==> src/rtl/br_commit_queue_pkg.sv <==
// Shared sizing and helpers for the branch commit queue and its predictor update port.
package br_commit_queue_pkg;

   localparam int ADDR_WIDTH = 32;
   localparam int BR_Q_DEPTH = 8;

   // A correctly predicted branch keeps the active-low miss flag high.
   function automatic logic pred_hit(input logic pred, input logic taken);
      return pred == taken;
   endfunction

endpackage

==> src/rtl/br_commit_queue.sv <==
// In-order queue of in-flight branches: allocate at fetch, resolve at execute,
// retire at commit with a one-cycle registered update to the predictor.
module br_commit_queue
   import br_commit_queue_pkg::*;
#(
   parameter  int ADDR  = ADDR_WIDTH,
   parameter  int DEPTH = BR_Q_DEPTH,   // power of 2, at least 2
   localparam int PTR   = $clog2(DEPTH)
) (
   input  logic            clk,
   input  logic            reset_,
   input  logic            flush_,
   input  logic            fetch_br_,
   input  logic [ADDR-1:0] fetch_pc,
   input  logic            fetch_pred,
   output logic [PTR-1:0]  fetch_tag,
   output logic            full,
   output logic            empty,
   input  logic            exe_br_,
   input  logic [PTR-1:0]  exe_tag,
   input  logic            exe_taken,
   input  logic            commit_br_,
   output logic            commit_err,
   output logic [ADDR-1:0] commit_pc,
   output logic            br_commit_,
   output logic            br_result,
   output logic            br_pred_miss_
);

   logic [PTR-1:0]  head, tail;
   logic [PTR:0]    count;
   logic [DEPTH-1:0] valid_q, resolved_q;
   logic [DEPTH-1:0] pred_q, taken_q;
   logic [ADDR-1:0] pc_q [DEPTH];

   logic enq, res, commit_ok, commit_bad;

   assign full      = (count == (PTR+1)'(DEPTH));
   assign empty     = (count == '0);
   assign fetch_tag = tail;

   assign enq        = !fetch_br_ && !full;
   // The slot being allocated is invalid before this edge, so a same-cycle resolve to it is dropped.
   assign res        = !exe_br_ && valid_q[exe_tag] && !(enq && exe_tag == tail);
   assign commit_ok  = !commit_br_ && valid_q[head] && resolved_q[head];
   assign commit_bad = !commit_br_ && !commit_ok;

   // NOTE: sequential state uses non-blocking assignments so every reader sees pre-edge values.
   always_ff @(posedge clk or negedge reset_) begin
      if (!reset_) begin
         head       <= '0;
         tail       <= '0;
         count      <= '0;
         valid_q    <= '0;
         resolved_q <= '0;
      end else if (!flush_) begin
         head       <= '0;
         tail       <= '0;
         count      <= '0;
         valid_q    <= '0;
         resolved_q <= '0;
      end else begin
         if (enq) begin
            tail             <= tail + 1'b1;
            valid_q[tail]    <= 1'b1;
            resolved_q[tail] <= 1'b0;
         end
         if (res)
            resolved_q[exe_tag] <= 1'b1;
         // tail == head only when full or empty, so enqueue and commit never collide on a slot.
         if (commit_ok) begin
            head             <= head + 1'b1;
            valid_q[head]    <= 1'b0;
            resolved_q[head] <= 1'b0;
         end
         count <= count + (PTR+1)'(enq) - (PTR+1)'(commit_ok);
      end
   end

   // NOTE: payload storage has no reset; valid_q gates every read, so stale contents are never used.
   always_ff @(posedge clk) begin
      if (enq) begin
         pc_q[tail]   <= fetch_pc;
         pred_q[tail] <= fetch_pred;
      end
      if (res)
         taken_q[exe_tag] <= exe_taken;
   end

   // Update port is independent of flush so the branch that triggered it still trains the predictor.
   always_ff @(posedge clk or negedge reset_) begin
      if (!reset_) begin
         br_commit_    <= 1'b1;
         commit_err    <= 1'b0;
         commit_pc     <= '0;
         br_result     <= 1'b0;
         br_pred_miss_ <= 1'b1;
      end else begin
         br_commit_ <= !commit_ok;
         commit_err <= commit_bad;
         if (commit_ok) begin
            commit_pc     <= pc_q[head];
            br_result     <= taken_q[head];
            br_pred_miss_ <= pred_hit(pred_q[head], taken_q[head]);
         end else begin
            commit_pc     <= '0;
            br_result     <= 1'b0;
            br_pred_miss_ <= 1'b1;
         end
      end
   end

endmodule

==> config.mk <==
export PLATFORM = sky130hd
export DESIGN_NAME = br_commit_queue
export DESIGN_NICKNAME = d
export VERILOG_FILES = /design/src/rtl/br_commit_queue_pkg.sv /design/src/rtl/br_commit_queue.sv
export SDC_FILE = /design/constraint.sdc
export NUM_CORES = 1
export LEC_CHECK = 0
export ABC_AREA = 0
export BUFFER_PORTS_ARGS = -buffer_cell sky130_fd_sc_hd__buf_4
export CAP_MARGIN = 20
export CORE_MARGIN = 5
export CORE_UTILIZATION = 46
export DETAILED_ROUTE_END_ITERATION = 6
export GPL_ROUTABILITY_DRIVEN = 0
export SYNTH_ARGS = -nofsm -noshare
export SYNTH_HDL_FRONTEND = slang
export SYNTH_SLANG_ARGS = --single-unit
export TNS_END_PERCENT = 50
==> constraint.sdc <==
create_clock -name clk -period 9 [get_ports clk]
set_input_delay 1.8 -clock clk [delete_from_list [all_inputs] [get_ports clk]]
set_output_delay 1.8 -clock clk [all_outputs]
set_load 0.01 [all_outputs]
==> summary.md, run 1 <==
| Metric | Value |
|---|---|
| Top cell type by total area after synthesis | edfxtp_1 |
| RSZ-0062 raised after global routing | false |
| Final setup fails | 0 |
| Worst path top cell family by delay | simple AND/OR/NAND/NOR gates |
| Status | completed |
| CTS Buf Count | 35 |
| CP required | 7.20 ns |
| CTS tree | built |
| CP startpoint | count[2] |
| Core area | 0.0261 mm2 |
| CP max stage delay | 0.38 ns |
| Peak Freq | 286 MHz |
| Clk slew on worst S/H paths | 0.06 ns |
| Clock Skews | 0.0208 ns |
| Grt ovf | 0 |
| Pre-antenna DRT Iters | 5 |
| Post-synth EDFFs | 272 |
| Worst-path fanout max | 3 |
| Critical Path Source Type | flip-flop |
| CTS Buffer Depth | 3 |
| CP endpoint kind | output pin |
| Min-delay src | resolved_q[4] |
| Slew Viols, Final | 0 |
| Post-route setup TNS | 0 ns |
| Ys flop type | edfxtp_1 |
| Worst-path cell chain | inv_1 > ha_1 > nor3b_1 > buf_4 |
| Mapped cell area | 0.0123 mm2 |
| Setup Fix Bufs, Post-CTS | 0 |
| Combinational power share | 5.3% |
| Full die area | 0.0300 mm2 |
| Synth warnings | 0 |
| Critical-path top delay cell | nor3b_1 |
| Die H | 173 um |
| PostCTS Resize Cnt | 0 |
| CTS Root Cell | clkbuf_16 |
| Initial antenna violation count | 1 |
| H-tree Lvls | 2 |
| Io pins | 84 |
| DR WL/cell | 24.2 um |
| Net Sw Frac | 20.9% |
| Nets@finish | 856 |
| Starting density of the core | 46.9% |
| Via count | 6887 |
| Design area | 0.0144 mm2 |
| Detailed Route WL | 28300 um |
| Area of placed instances | 0.0132 mm2 |
| Buf/Inv on CP | 2 |
| Yosys cell types | 52 |
| Port Buffers | 83 |
| Pin count of the biggest net entering global routing | 63 |
| ANT nets after route | 0 |
| Max-Cap Viols | 0 |
| Share of layout cells above drive strength 1 | 19.9% |
| Die X | 173 um |
| Power per cell area | 232 mW/mm2 |
| Worst hold-check path type | reg2reg |
| Hold_buf cts | 0 |
| Minimum hold slack | 0.536 ns |
| Final period utilization | 38.9% |
| Critical path type | reg2out |
| Synth area leaders | edfxtp_1, dfrtp_1, o22ai_1, o221ai_1, o22a_1 |
| CTS Sinks | 334 |
| DR iter-0 viols | 579 |
| FF+latch count, synth | 334 |
| Crit path DAT | 1.70 ns |
| Reg2Reg Launch Point | head[0] |
| Vias per std cell | 5.91 |
| Part of the power in the clock network | 41.8% |
| Worst-margin pin slew | 1.06 ns |
| Yosys top cell area share | 66.6% |
| DP HPWL | 14700 um |
| Antenna Cells | 0 |
| Worst relative slew slack | 29.5% |
| Total track usage | 18.6% |
| Internal power | 0.00263 W |
| First-pass GRT wire length | 43400 um |
| Post-layout util | 54.9% |
| Clk Latency, worst-skew pair | 0.51 ns |
| Synth-to-Final Area Change | 17.1% |
| Syn_nets | 764 |
| Sequential Power Share | 52.9% |
| Switch Pwr | 0.000696 W |
| Vias in the first global route | 7363 |
| Final Hold Fails | 0 |
| Asr flop ratio synth | 18.6% |
| Post-synthesis sequential area ratio | 79.3% |
| Leak | 5.08 nW |
| Avg Inst Size Synth | 17.2 um2 |
| Post-layout min period | 3.50 ns |
| VDD IR max | 0.000146 V |
| Drt drc | 0 |
| # rows | 59 |
| Gate Count Post-Synth | 712 |
[power groups by stage]
stage / combinational (W) / clock, W / sequential [W]
floorplan: 0.0000953 / 0 / 0.00179
detailed placement: 0.000182 / 0 / 0.00179
global route: 0.000197 / 0.00148 / 0.00176
finish: 0.000178 / 0.00139 / 0.00176
global placement: 0.000173 / 0 / 0.00179
CTS: 0.000182 / 0.00142 / 0.00176
[sequential cells by signal, indices dropped and copies added (netlist names), 3 cells and up]
name / cells
head: 3
commit_pc: 32
pred_q: 8
taken_q: 8
count: 4
resolved_q: 8
pc_q: 256
valid_q: 8
fetch_tag: 3
[final cells by class]
cell class | instances | area, um2
Multi-Input combinational cell | 318 | 2290
Fill cell | 2025 | 11800
Sequential cell | 334 | 9720
Tap cell | 335 | 419
Timing Repair Buffer | 95 | 713
Clock buffer | 45 | 975
Clock inverter | 19 | 161
Inverter | 20 | 75.1
[placed cells by master, fill, tap and decap left out, types with 8 or more instances in the layout]
cell       Yosys  layout
nand3_1        8       8
and3_1         9       8
nor4_1        32      32
o22ai_1       63      63
clkbuf_16      0      36
ha_1           8       8
o22a_1        29      29
nand2_1       17      14
mux2i_1       11      11
inv_1         19      19
buf_4          2      95
nor2_1        24      23
o221ai_1      32      32
edfxtp_1     272     272
dfrtp_1       60      60
[final timing paths]
path	cells past startpoint	slack, ns	end
max	4	5.50	full
min in group asynchronous	1	1.44	count[1]
max reg2reg	11	5.92	count[2]
min reg2reg	2	0.54	resolved_q[4]
max in group asynchronous	1	6.96	resolved_q[6]
min	2	0.54	resolved_q[4]
[worst reg2reg max path, stage by stage (launching register included)]
cell and delay [ns]:
dfrtp_1 0.32, buf_4 0.30, mux2_4 0.36, mux4_2 0.51, o2111ai_4 0.13, inv_2 0.09
ha_1 0.29, inv_1 0.04, ha_1 0.20, fa_1 0.41, xor2_1 0.17, and2_1 0.15
[synthesized netlist by cell type (8+ instances only)]
cell type    n
edfxtp_1   272
o22ai_1     63
dfrtp_1     60
nor4_1      32
o221ai_1    32
o22a_1      29
nor2_1      24
clkbuf_1    20
inv_1       19
nand2_1     17
buf_2       12
mux2i_1     11
and3_1       9
ha_1         8
nand3_1      8
[stage by stage]
step | power, W | setup WS [ns] | std cells
after floorplan | 0.00188 | 4.87 | 712
after global placement | 0.00196 | 5.13 | 1102
after detailed placement | 0.00197 | 5.04 | 1102
after CTS | 0.00336 | 5.49 | 1166
after global routing | 0.00344 | 5.41 | 1166
final | 0.00333 | 5.50 | 1166
[layer usage]
layer / part of all wire (%) / wire length, um / global-route usage, %
met4: 2.1 / 586 / 5.09
met2: 51 / 14300 / 32.1
met1: 42 / 11700 / 24.7
met3: 5.7 / 1610 / 3.08
met5: 0.046 / 13 / 0
[cell families after synthesis]
family | synth area share (%)
AOI/OAI and AO/OA | 10.4
DFF | 79.3
and+or+nand+nor | 5.07
adders and majority gates | 0.980
muxes | 1.51
buffers and inverters | 2.27
xor gates and xnor gates | 0.500
Power figures use the tool's default switching activity.
==> inputs of run 2 (changes only) <==
- PLACE_DENSITY: not set -> 0.66
- clock period: 9 -> 2.95 ns (I/O delays scaled with it)
==> run 2 against run 1 <==
Setup slack lost 5.4 ns. Flip-flop and latch count is the same. Register-to-register slack lost 5.8 ns. Sequential power grew to 3.1 times the previous value. Die area is the same. Core utilization grew 1.1 points. First-iteration DRC count shrank 0.69%. Critical endpoint is now count[2]. Final area grew 1.9%. Sequential share of layout area shrank 1.3 points.
==> summary.md, run 2 (synthesis gave the netlist of run 1 again) <==
| Metric | Value |
|---|---|
| Status | completed |
| Clk Latency, worst-skew pair | 0.52 ns (about the same) |
| Top Registers | pc_q x256, commit_pc x32 |
| Vias in the first global route | 7273 (-1.2%) |
| RSZ-0062 raised after global routing | false |
| Crit path DAT | 3.22 ns (+1.52 ns) |
| Final Hold Fails | 0 (unchanged) |
| Worst hold-check path type | in2async |
| First-pass GRT wire length | 43300 um (-0.19%) |
| Final setup fails | 0 (unchanged) |
| CP required | 3.35 ns (-3.85 ns) |
| ANT nets after route | 0 (unchanged) |
| CTS Buffer Depth | 3 (unchanged) |
| Die X | 173 um (unchanged) |
| Commonest non-fill, non-tap cell in the layout | edfxtp_1 |
| Initial antenna violation count | 1 (unchanged) |
| GR Util met3 | 4.34% (+1.3 points) |
| Fill cell count | 2051 (+1.3%) |
| Via count | 6938 (+0.74%) |
| Clock Skews | 0.0167 ns (-0.00412 ns) |
| CTS Sinks | 334 (unchanged) |
| Critical path type | reg2reg |
| Largest Register | pc_q |
| Peak Freq | 355 MHz |
| Clk slew on worst S/H paths | 0.06 ns (about the same) |
| # rows | 59 (unchanged) |
| Design area | 0.0146 mm2 (+1.9%) |
| DR WL/cell | 23.7 um (-2.4%) |
| Die H | 173 um (unchanged) |
| Area of placed instances | 0.0135 mm2 (+2.2%) |
| Worst-path fanout max | 4 (+1) |
| Internal power | 0.00800 W (+200%) |
| CTS Root Cell | clkbuf_16 |
| Grt ovf | 0 (unchanged) |
| Max-Cap Viols | 0 (unchanged) |
| H-tree Lvls | 2 (unchanged) |
| Sequential Power Share | 52.8% (about the same) |
| Antenna Cells | 0 (unchanged) |
| DR iter-0 viols | 575 (-0.69%) |
| Post-layout min period | 2.82 ns |
| Leak | 5.23 nW (+2.9%) |
| Worst relative slew slack | 39.9% (+10 points) |
| VDD IR max | 0.000518 V (+260%) |
| Net Sw Frac | 21.2% (+0.26 points) |
| Vias per std cell | 5.83 (-1.3%) |
| CTS Buf Count | 35 (unchanged) |
| Drt drc | 0 (unchanged) |
| Slew Viols, Final | 0 (unchanged) |
| Worst slack, placed | 0.0577 ns (-4.98 ns) |
| Share of layout cells above drive strength 1 | 20.9% (+1.1 points) |
| Min setup slack post-route | 0.133 ns (-5.37 ns) |
| Port Buffers | 83 (unchanged) |
| Most frequent cells in the layout | edfxtp_1, buf_4, o22ai_1 |
| Io pins | 84 (unchanged) |
| Part of the power in the clock network | 41.5% (-0.3 points) |
| Full die area | 0.0300 mm2 (unchanged) |
| Pin count of the biggest net entering global routing | 63 (unchanged) |
| Starting density of the core | 46.9% (unchanged) |
| Layer with the highest usage | met2 |
| Combinational power share | 5.7% (+0.4 points) |
| Synth-to-Final Area Change | 19.4% |
| Detailed Route WL | 28200 um (-0.39%) |
| Switch Pwr | 0.00215 W (+210%) |
| CP endpoint kind | flip-flop |
| M2 GR Usage | 29.9% (-2.3 points) |
| Pre-antenna DRT Iters | 5 (unchanged) |
| Power per cell area | 694 mW/mm2 (+200%) |
| Critical Path Source Type | flip-flop |
| DP HPWL | 15300 um (+4.1%) |
| Met1 Use GR | 25.7% (+1.0 points) |
| Max reg flops | 256 (unchanged) |
| Final period utilization | 95.5% |
| Total track usage | 18.5% (-0.11 points) |
| Worst-margin pin slew | 0.901 ns (-0.156 ns) |
| Core area | 0.0261 mm2 (unchanged) |
| CTS tree | built |
| Nets@finish | 880 (+2.8%) |
-- run 2: cell count changes in the layout (fill, tap and decap cells not counted), sizes merged --
cell      change
buf          +24
clkinvlp      -2
clkinv        +2
-- run 2: final timing paths --
kind,startpoint,cells past startpoint,endpoint,slack (ns)
max,head[0],10,count[2],0.13
min,reset_,1,count[2],0.21
max reg2reg,head[0],10,count[2],0.13
min reg2reg,resolved_q[0],2,resolved_q[0],0.52
max in group asynchronous,reset_,1,head[0],2.12
min in group clk,commit_br_,2,commit_err,0.25
-- run 2: metrics by stage --
step                      TNS (ns)  cells  utilization [%]  total power, W  hold WS (ns)
after floorplan            -0.0607    712                -         0.00574         0.294
after global placement           0   1126             51.7         0.00603         0.510
after detailed placement         0   1126             51.7         0.00604         0.517
after CTS                        0   1190             56.0          0.0102         0.232
after global routing             0   1190             56.0          0.0105         0.236
final                            0   1190             56.0          0.0102         0.207
-- run 2: power by group through the flow --
stage	Sequential, W	Combinational, W	Clock [W]
after floorplan	0.00545	0.000291	0
after global placement	0.00545	0.000573	0
after detailed placement	0.00546	0.000583	0
after CTS	0.00536	0.000588	0.00428
after global routing	0.00538	0.000640	0.00448
final	0.00537	0.000575	0.00421
-- run 2: repair_timing --
item                                    in CTS  in global routing
endpoints found under the setup margin       0                  2
hold endpoints to repair                     0                  0
hold buffers                                 0                  0
gates resized for setup                      0                  3
setup buffers                                0                  0
-- run 2: area by class of cell --
type | count | area [um2] | area share [%]
clock inverters | 19 | 155 | 1.06
inverters | 20 | 75.1 | 0.513
clock buffers | 45 | 955 | 6.52
repair buffers | 119 | 1030 | 7.01
multi-input cells | 318 | 2280 | 15.6
well taps | 335 | 419 | 2.86
flip-flops and latches | 334 | 9720 | 66.4
-- run 2: per-layer routing --
| metal | vias to the layer above | wire (um) |
|---|---|---|
| met4 | 2 | 505 |
| met3 | 45 | 1860 |
| met5 | - | 9 |
| met1 | 3540 | 12400 |
| li1 | 3124 | - |
| met2 | 227 | 13400 |
-- run 2: critical path, cell delays in order, from the launching register on --
cell and delay, ns:
dfrtp_2 0.44, mux2_4 0.31, mux4_2 0.50, o2111ai_4 0.13
inv_2 0.09, ha_1 0.28, inv_1 0.04, ha_1 0.20
fa_1 0.41, xor2_1 0.16, and2_1 0.15
==> inputs of run 3 (changes only) <==
- CORE_ASPECT_RATIO: not set -> 0.6
==> run 3 against run 2 <==
Clock power is 9.3% lower. Fmax down 0.70%. Core utilization down 0.88 points. Sequential share of layout area is 0.48 points higher. Setup slack worse by 0.020 ns. Clock-buffer cell count shrank 3. Final area is 0.72% lower.
==> summary.md, run 3 (synthesis gave the netlist of run 1 again) <==
| Metric | Value |
|---|---|
| Post-route setup TNS | 0 ns (unchanged) |
| CP required | 3.40 ns (+0.05 ns) |
| Area of placed instances | 0.0136 mm2 (+0.40%) |
| Net Sw Frac | 20.9% (-0.30 points) |
| Nets@finish | 872 (-0.91%) |
| R2R depth | 10 (unchanged) |
| Full die area | 0.0301 mm2 (+0.35%) |
| Tot Pwr | 0.00977 W (-3.8%) |
| ANT nets after route | 0 (unchanged) |
| CP endpoint kind | flip-flop |
| Worst-path fanout max | 5 (+1) |
| Commonest non-fill, non-tap cell in the layout | edfxtp_1 |
| CTS tree | built |
| Pre-antenna DRT Iters | 5 (unchanged) |
| Part of the power in the clock network | 39.1% (-2.4 points) |
| Combinational power share | 6.0% (+0.3 points) |
| Vias in the first global route | 7028 (-3.4%) |
| Top Registers | pc_q x256, commit_pc x32 |
| Final Hold Fails | 0 (unchanged) |
| Grt ovf | 0 (unchanged) |
| Slew Viols, Final | 0 (unchanged) |
| Critical path type | reg2reg |
| Critical Path Source Type | flip-flop |
| DR iter-0 viols | 674 (+17%) |
| Io pins | 84 (unchanged) |
| Largest Register | pc_q |
| Internal power | 0.00773 W (-3.4%) |
| Most frequent cells in the layout | edfxtp_1, buf_4, o22ai_1 |
| DP HPWL | 16000 um (+4.3%) |
| Min setup slack post-route | 0.114 ns (-0.0199 ns) |
| Final period utilization | 96.2% (+0.67 points) |
| CTS Sinks | 334 (unchanged) |
| CTS Buffer Depth | 3 (unchanged) |
| Worst relative slew slack | 38.9% (-1.0 points) |
| Antenna Cells | 0 (unchanged) |
| Die H | 136 um (-21%) |
| Clk Latency, worst-skew pair | 0.56 ns (+0.04 ns) |
| Reg2Reg Launch Point | head[0] |
| CTS Root Cell | clkbuf_16 |
| Design area | 0.0145 mm2 (-0.72%) |
| Leak | 5.14 nW (-1.6%) |
| Max reg flops | 256 (unchanged) |
| DR WL/cell | 23.8 um (+0.68%) |
| Sequential Power Share | 54.9% (+2.1 points) |
| Total track usage | 19.3% (+0.78 points) |
| Starting density of the core | 46.5% (-0.41 points) |
| Port Buffers | 83 (unchanged) |
| # rows | 46 (-22%) |
| Final setup fails | 0 (unchanged) |
| VDD IR max | 0.000411 V (-21%) |
| Worst hold-check path type | in2async |
| H-tree Lvls | 1 (-1) |
| Post-layout min period | 2.84 ns (+0.0199 ns) |
| Synth-to-Final Area Change | 18.5% |
| Worst slack, placed | 0.112 ns (+0.0539 ns) |
| RSZ-0062 raised after global routing | false |
| Capture point of the worst reg-to-reg path | count[2] |
| Drt drc | 0 (unchanged) |
| Core area | 0.0264 mm2 (+0.87%) |
| Peak Freq | 353 MHz (-0.70%) |
| First-pass GRT wire length | 43600 um (+0.76%) |
| Crit path DAT | 3.29 ns (+0.07 ns) |
| CTS Buf Count | 29 (-17%) |
| Via count | 7030 (+1.3%) |
| Die X | 221 um (+27%) |
| Detailed Route WL | 28600 um (+1.7%) |
| Setup Fix Bufs, Post-CTS | 0 (unchanged) |
| Clk slew on worst S/H paths | 0.07 ns (about the same) |
| Initial antenna violation count | 0 (-1) |
| Power per cell area | 673 mW/mm2 (-3.1%) |
| Reg2reg setup slack | 0.11 ns (-0.02 ns) |
| Clock Skews | 0.0241 ns (+0.00745 ns) |
| Vias per std cell | 5.85 (+0.31%) |
| Pin count of the biggest net entering global routing | 63 (unchanged) |
| Switch Pwr | 0.00204 W (-5.1%) |
| Minimum hold slack | 0.183 ns (-0.0241 ns) |
| Worst-margin pin slew | 0.916 ns (+0.0150 ns) |
| Max-Cap Viols | 0 (unchanged) |
| Share of layout cells above drive strength 1 | 20.2% (-0.75 points) |
| Status | completed |
run 3: cell types whose count changed in the layout (fill, tap and decap cells not counted), sizes merged:
cell | before | now
buf | 119 | 117
bufinv | 2 | 3
clkbuf | 45 | 42
clkinv | 15 | 7
inv | 21 | 20
run 3: repair_timing:
item	4_1_cts	5_1_grt
endpoints found under the setup margin	0	1
hold buffers	0	0
resized for setup	0	1
endpoints found under the hold margin	0	0
run 3: cell type report:
class	count	area (um2)
Fill cell	2104	11800
Timing Repair Buffer	117	1040
Inverter	20	75.1
Multi-Input combinational cell	318	2280
Clock inverter	11	133
Clock buffer	42	826
Tap cell	360	450
Sequential cell	334	9720
run 3: how the worst max path moves through the flow:
| stage | startpoint | to | slack, ns | depth (start not counted) |
|---|---|---|---|---|
| after floorplan | head[0] | count[2] | -0.06 | 13 |
| after global placement | head[0] | count[2] | 0.15 | 10 |
| after detailed placement | head[0] | count[2] | 0.11 | 10 |
| after CTS | head[0] | count[2] | 0.1 | 10 |
| after global routing | head[0] | count[2] | 0.01 | 10 |
| final | head[0] | count[2] | 0.11 | 10 |
run 3: metrics by stage:
step                std cells  util (%)
floorplan                 712         -
global placement         1149      51.5
detailed placement       1149      51.5
CTS                      1202      55.1
global route             1202      55.1
finish                   1202      55.1
run 3: metal layers:
| layer | GRT usage, % | wire length [um] | vias up |
|---|---|---|---|
| met5 | 0 | 0 | - |
| met4 | 3.27 | 422 | 0 |
| met3 | 4.38 | 2180 | 32 |
| met2 | 28.8 | 12700 | 258 |
| met1 | 29.7 | 13300 | 3638 |
| li1 | - | - | 3102 |
run 3: critical path, cell delays in order, from the launching register on:
cell and delay [ns]:
dfrtp_2 0.45, mux2_4 0.32, mux4_2 0.50, o2111ai_4 0.13, inv_2 0.07, ha_1 0.27, inv_1 0.04, ha_1 0.20
fa_1 0.41, xor2_1 0.16, and2_1 0.15
run 3: power groups by stage:
stage,Clock [W],Combinational [W],Sequential (W)
after detailed placement,0,0.000587,0.00546
after floorplan,0,0.000291,0.00545
after CTS,0.00389,0.000591,0.00536
after global routing,0.00408,0.000648,0.00538
after global placement,0,0.000579,0.00546
final,0.00382,0.000585,0.00536
